==> src/rtl/matmul_pkg.sv <==
`default_nettype none
// ============================================================================
// matmul_pkg : shared types and helpers for the matmul engine arbiter
// Rev 1.0
// ============================================================================
package matmul_pkg;

    localparam int MAX_REQ             = 8;
    localparam int MAX_IDX_W           = 3;
    localparam int DEFAULT_TIMEOUT_CYC = 4096;

    typedef enum logic [1:0] {
        IDLE    = 2'd0,
        ARM     = 2'd1,
        WAIT    = 2'd2,
        RELEASE = 2'd3
    } arb_state_e;

    typedef struct packed {
        logic                 found;
        logic [MAX_IDX_W-1:0] idx;
    } pick_t;

    // First set bit of mask at or after ptr, wrapping at n (n <= MAX_REQ).
    // Scanning downward lets the smallest rotated offset win.
    function automatic pick_t rr_pick(input logic [MAX_REQ-1:0]   mask,
                                      input logic [MAX_IDX_W-1:0] ptr,
                                      input int                   n);
        pick_t r;
        int    j;
        r = '0;
        for (int k = MAX_REQ - 1; k >= 0; k--) begin
            if (k < n) begin
                j = int'(ptr) + k;
                if (j >= n) j = j - n;
                if (mask[j[MAX_IDX_W-1:0]]) begin
                    r.found = 1'b1;
                    r.idx   = j[MAX_IDX_W-1:0];
                end
            end
        end
        return r;
    endfunction

endpackage
`default_nettype wire

==> src/rtl/rr_picker.sv <==
`default_nettype none
// ============================================================================
// rr_picker : combinational rotate-priority encoder over one request class
// Rev 1.0
// ============================================================================
module rr_picker
    import matmul_pkg::*;
#(
    parameter int NREQ = 4
) (
    input  logic [NREQ-1:0]         mask,
    input  logic [$clog2(NREQ)-1:0] ptr,
    output logic                    found,
    output logic [$clog2(NREQ)-1:0] idx
);

    localparam int SEL_W = $clog2(NREQ);

    logic [MAX_REQ-1:0]   w_mask;
    logic [MAX_IDX_W-1:0] w_ptr;
    pick_t                w_pick;

    always_comb begin
        w_mask             = '0;
        w_mask[NREQ-1:0]   = mask;
        w_ptr              = '0;
        w_ptr[SEL_W-1:0]   = ptr;
        w_pick             = rr_pick(w_mask, w_ptr, NREQ);
        found              = w_pick.found;
        idx                = w_pick.idx[SEL_W-1:0];
    end

endmodule
`default_nettype wire

==> src/rtl/matmul_arbiter.sv <==
`default_nettype none
// ============================================================================
// matmul_arbiter : two-class round-robin arbiter sequencing a shared matmul
//                  engine, with start/done handshake and hang watchdog
// Rev 1.0
// ============================================================================
module matmul_arbiter
    import matmul_pkg::*;
#(
    parameter int NREQ        = 4,
    parameter int TIMEOUT_CYC = DEFAULT_TIMEOUT_CYC,
    parameter int CNT_W       = 16
) (
    input  logic                    clk,
    input  logic                    rst_n,
    input  logic [NREQ-1:0]         req,
    input  logic [NREQ-1:0]         hi_prio,
    output logic [NREQ-1:0]         gnt,
    output logic [NREQ-1:0]         req_done,
    output logic [NREQ-1:0]         req_err,
    output logic                    mm_start,
    input  logic                    mm_done,
    output logic [$clog2(NREQ)-1:0] mm_sel,
    output logic                    busy,
    output logic [CNT_W-1:0]        txn_count
);

    localparam int SEL_W = $clog2(NREQ);
    localparam int WD_W  = (TIMEOUT_CYC > 1) ? $clog2(TIMEOUT_CYC) : 1;
    localparam logic [WD_W-1:0]  c_wd_last  = WD_W'(TIMEOUT_CYC - 1);
    localparam logic [SEL_W-1:0] c_sel_last = SEL_W'(NREQ - 1);

    arb_state_e       r_state, w_state_nxt;
    logic [NREQ-1:0]  r_gnt,   w_gnt_nxt;
    logic [SEL_W-1:0] r_sel,   w_sel_nxt;
    logic [SEL_W-1:0] r_ptr,   w_ptr_nxt;
    logic [WD_W-1:0]  r_wd,    w_wd_nxt;
    logic             r_ok,    w_ok_nxt;
    logic [CNT_W-1:0] r_cnt,   w_cnt_nxt;
    logic             r_done_q;

    logic             w_hi_found, w_lo_found;
    logic [SEL_W-1:0] w_hi_idx,   w_lo_idx;
    logic             w_complete;

    rr_picker #(.NREQ(NREQ)) u_pick_hi (
        .mask  (req & hi_prio),
        .ptr   (r_ptr),
        .found (w_hi_found),
        .idx   (w_hi_idx)
    );

    rr_picker #(.NREQ(NREQ)) u_pick_lo (
        .mask  (req & ~hi_prio),
        .ptr   (r_ptr),
        .found (w_lo_found),
        .idx   (w_lo_idx)
    );

    // Only a fresh rising edge counts, so a done level left over from an
    // earlier job can never complete the current one.
    assign w_complete = mm_done & ~r_done_q;

    always_ff @(posedge clk or negedge rst_n) begin
        if (!rst_n) begin
            r_state  <= IDLE;
            r_gnt    <= '0;
            r_sel    <= '0;
            r_ptr    <= '0;
            r_wd     <= '0;
            r_ok     <= 1'b0;
            r_cnt    <= '0;
            r_done_q <= 1'b0;
        end else begin
            r_state  <= w_state_nxt;
            r_gnt    <= w_gnt_nxt;
            r_sel    <= w_sel_nxt;
            r_ptr    <= w_ptr_nxt;
            r_wd     <= w_wd_nxt;
            r_ok     <= w_ok_nxt;
            r_cnt    <= w_cnt_nxt;
            r_done_q <= mm_done;
        end
    end

    always_comb begin
        w_state_nxt = r_state;
        w_gnt_nxt   = r_gnt;
        w_sel_nxt   = r_sel;
        w_ptr_nxt   = r_ptr;
        w_wd_nxt    = r_wd;
        w_ok_nxt    = r_ok;
        w_cnt_nxt   = r_cnt;
        mm_start    = 1'b0;
        req_done    = '0;
        req_err     = '0;
        case (r_state)
            IDLE: begin
                if (w_hi_found || w_lo_found) begin
                    w_sel_nxt   = w_hi_found ? w_hi_idx : w_lo_idx;
                    w_gnt_nxt   = NREQ'(1) << w_sel_nxt;
                    w_wd_nxt    = '0;
                    w_state_nxt = ARM;
                end
            end
            ARM: begin
                if (!mm_done) begin
                    mm_start    = 1'b1;
                    w_wd_nxt    = '0;
                    w_state_nxt = WAIT;
                end else if (r_wd == c_wd_last) begin
                    w_ok_nxt    = 1'b0;
                    w_state_nxt = RELEASE;
                end else begin
                    w_wd_nxt    = r_wd + WD_W'(1);
                end
            end
            WAIT: begin
                if (w_complete) begin
                    w_ok_nxt    = 1'b1;
                    w_state_nxt = RELEASE;
                end else if (r_wd == c_wd_last) begin
                    w_ok_nxt    = 1'b0;
                    w_state_nxt = RELEASE;
                end else begin
                    w_wd_nxt    = r_wd + WD_W'(1);
                end
            end
            RELEASE: begin
                if (r_ok) begin
                    req_done = r_gnt;
                    if (r_cnt != '1) w_cnt_nxt = r_cnt + CNT_W'(1);
                end else begin
                    req_err = r_gnt;
                end
                w_gnt_nxt   = '0;
                w_ptr_nxt   = (r_sel == c_sel_last) ? '0 : r_sel + SEL_W'(1);
                w_state_nxt = IDLE;
            end
            default: w_state_nxt = IDLE;
        endcase
    end

    assign gnt       = r_gnt;
    assign mm_sel    = r_sel;
    assign busy      = (r_state != IDLE);
    assign txn_count = r_cnt;

endmodule
`default_nettype wire
==> config.mk <==
export PLATFORM = sky130hd
export DESIGN_NAME = matmul_arbiter
export DESIGN_NICKNAME = d
export VERILOG_FILES = /design/src/rtl/matmul_pkg.sv /design/src/rtl/rr_picker.sv /design/src/rtl/matmul_arbiter.sv
export SDC_FILE = /design/constraint.sdc
export NUM_CORES = 1
export LEC_CHECK = 0
export ABC_AREA = 1
export CAP_MARGIN = 5
export CORE_ASPECT_RATIO = 0.8
export CORE_MARGIN = 4
export CORE_UTILIZATION = 50
export DETAILED_ROUTE_END_ITERATION = 10
export HOLD_SLACK_MARGIN = 0.06
export PLACE_DENSITY = 0.83
export SLEW_MARGIN = 20
export SYNTH_ARGS = -nofsm -noshare
export SYNTH_HDL_FRONTEND = slang
export SYNTH_SLANG_ARGS = --single-unit
==> constraint.sdc <==
create_clock -name clk -period 2 [get_ports clk]
set_input_delay 0.2 -clock clk [delete_from_list [all_inputs] [get_ports clk]]
set_output_delay 0.2 -clock clk [all_outputs]
set_load 0.01 [all_outputs]
==> qor.csv <==
stage;metric;value;unit
status;status;finished clean;
placed_design;gp_congestion;1.00;
cts;cts_tree;built;
die;ios;43;
grt;antenna_found_initial;0;
cts;cts_buffers;5;
detailed_routing;drcViolationCount;0;
die;dieHeight;78.6;um
logic_synthesis;ys_ff_latch;40;
cells_and_area;final_cells;573;
detailed_routing;firstDrtPassIters;5;
placed_design;dp_hpwl;6.05;mm
logic_synthesis;ys_seq_area_share;32.1;%
timing;period_share;97.5;%
timing;timing.fmax;513;MHz
setup_path;cp_top_family;simple AND/OR/NAND/NOR gates;
placed_design;placed_cells;554;
timing;finalCriticalPeriod;1.95;ns
detailed_routing;wl_per_cell;14.3;um
logic_synthesis;syn_area_per_cell;7.34;um2
timing;skew;0.00631;ns
die;initial_core_util;52.2;%
pwr;p_total;5.23;mW
logic_synthesis;async_reset_ff_share;100;%
pwr;power_density;1290;nW/um2
setup_path;worst-endpoint-arrival;2.14;ns
grt;grt_util_all_layers;21.4;%
timing;worst_pin_slew;0.594;ns
setup_path;cp.buffers_inverters;3;
cts;root_buffer;clkbuf_8;
setup_path;critical_path_required;2.19;ns
timing;finalSetupViolations;0;
cells_and_area;finalNetCount;515;
detailed_routing;drt_wl_total;8.20;mm
cells_and_area;syn2layout_area_growth;30.2;%
logic_synthesis;synth_cell_types;34;
hold_path;hold_path.class;in -> async;
die;row_count;25;
detailed_routing;drt_iter0_drc;306;
grt;grt_pass1_vias;2802;
timing;hold_viol_final;0;
pwr;ir_drop;0.000805;V
logic_synthesis;syn_area;3120;um2
setup_path;slowest_stage;dfrtp_1;
timing;hold_ws;0.446;ns
grt;grt_overflow;0;
grt;grt_pass1_wl;12.9;mm
logic_synthesis;synth_ff_type;dfrtp_1;
cts;clk_latency;0.30;ns
setup_path;cp-end-kind;flop;
detailed_routing;vias;3109;
setup_path;max_stage_delay;0.44;ns
setup_path;path_cells;buf_12 > ha_1 > inv_1 > nand2_2 > nand3_4 > nand2_4 > nor2_4 > nand3_4 > nand2_8 > clkinv_8 > nand2_1 > o21ai_2;
logic_synthesis;yosys_warnings;0;
die;dieArea;7570;um2
cells_and_area;drive_above_1_share;20.7;%
setup_path;critical_path.most_common_cell;nand3_4;
placed_design;port-buffer-count;42;
job;cap_violations;0;
logic_synthesis;synth-edff-count;0;
setup_path;crit_type;reg -> reg;
timing;drv_slew;0;
logic_synthesis;synth_cells;425;
cts;clk_pin_slew;0.09;ns
timing;setup_slack;0.0496;ns
cts;cts.sinks;40;
grt;grt_max_degree;27;
cts;ctsLongestPathBuffers;2;
detailed_routing;viasPerCell;5.43;
cts;htree_levels;2;
die;die_w;96.3;um
setup_path;crit_fanout;13;
placed_design;pre_cts_slack;0.0109;ns
pwr;p_leak;1.90;nW
detailed_routing;ant_nets;0;
setup_path;crit_path_start_kind;flop;
die;fp.coreArea;5970;um2
logic_synthesis;syn_nets;449;
cells_and_area;num_antenna_cells;0;
timing;slew_headroom;60.4;%
==> routing by layer <==
| metal | part of all wire [%] | GRT usage (%) | wire length [um] |
|---|---|---|---|
| met1 | 44 | 29.8 | 3620 |
| met2 | 46 | 33.1 | 3750 |
| met3 | 8.3 | 5.08 | 680 |
| met4 | 1.7 | 6.02 | 142 |
| met5 | 0 | 0 | 0 |
==> kinds of logic (layout without fill, tap and decap cells) <==
group	count (synthesis)	count (layout)	share of synthesized area, %
and+or+nand+nor	261	261	42.2
DFF	40	40	32.1
AOI/OAI and AO/OA	35	35	6.82
buffers and inverters	58	125	8.59
xor gates and xnor gates	18	18	5.06
adders and majority gates	13	13	5.22
==> metrics by stage <==
step / area [um2] / setup TNS [ns] / util, %
3_5_place_dp: 3730 / 0 / 62.4
5_1_grt: 4060 / -0.146 / 68.0
2_1_floorplan: 3170 / -0.114 / -
4_1_cts: 3880 / 0 / 65.0
3_3_place_gp: 3730 / 0 / 62.4
6_report: 4060 / 0 / 68.0
==> final timing paths <==
check,start,end,slack [ns],cells past startpoint
worst max-delay path,r_ptr[0],r_wd[6],0.05,12
max in group asynchronous,rst_n,r_ptr[1],0.99,3
worst min register to register,txn_count[8],txn_count[8],0.53,1
min in group clk,txn_count[8],txn_count[8],0.53,1
worst max register to register,r_ptr[0],r_wd[6],0.05,12
worst min-delay path,rst_n,txn_count[8],0.45,2
==> worst register-to-register path, cell delays in order (launching register included) <==
cell	delay (ns)
dfrtp_1	0.44
buf_12	0.18
ha_1	0.19
inv_1	0.06
nand2_2	0.12
nand3_4	0.15
nand2_4	0.07
nor2_4	0.15
nand3_4	0.13
nand2_8	0.13
clkinv_8	0.08
nand2_1	0.10
o21ai_2	0.06
==> cell usage in the layout, fill, tap and decap left out, types with 9 or more instances in the layout <==
cell type and n:
nor2_1 26, o21ai_0 13, nand4_1 10, inv_1 39, xor2_1 11, ha_1 9, nand3_1 62, nand2_2 10
clkdlybuf4s50_1 38, dfrtp_1 37, nand2_1 111, nand3_2 15, buf_4 22
==> area by class of cell <==
type | count | area (um2)
inverters | 49 | 206
multi-input cells | 327 | 1990
clock buffers | 6 | 82.6
repair inverters | 1 | 8.76
flip-flops and latches | 40 | 1000
repair buffers | 67 | 626
well taps | 81 | 101
fillers | 467 | 1910
clock inverters | 2 | 38.8
==> synthesized netlist by cell type, types with 7 or more instances <==
master / instances / share of area [%]
nand2_1: 114 / 14
dfrtp_1: 40 / 32
xnor2_1: 7 / 2.0
o21ai_2: 8 / 2.2
ha_1: 13 / 5.2
nand3_1: 70 / 11
nand4_1: 10 / 2.0
nor2_1: 27 / 3.3
inv_1: 41 / 4.9
a21oi_1: 8 / 1.3
xor2_1: 11 / 3.1
nand2_2: 10 / 2.0
nand3_2: 10 / 3.2
o21ai_0: 15 / 2.4
==> state kept, by name (all words and copies together) (netlist names) <==
name       flops
gnt            4
mm_sel         2
r_done_q       1
r_ok           1
r_ptr          2
r_state        2
r_wd          12
txn_count     16
==> report_power, final <==
group          switching [mW]  total (mW)  leakage (nW)  internal [mW]
logic                    2.07        3.40          1.30           1.34
registers               0.169        1.12         0.534          0.949
clock network           0.304       0.712        0.0614          0.408
==> timing repair <==
| action | in CTS | in global routing |
|---|---|---|
| hold buffers | 1 | 0 |
| setup endpoints to repair | 4 | 27 |
| cloned | 0 | 1 |
| pin swaps | 0 | 6 |
| hold endpoints to repair | 24 | 0 |
| resized for setup | 8 | 25 |
| setup buffers | 0 | 9 |
(Power assumes the default switching activity.)
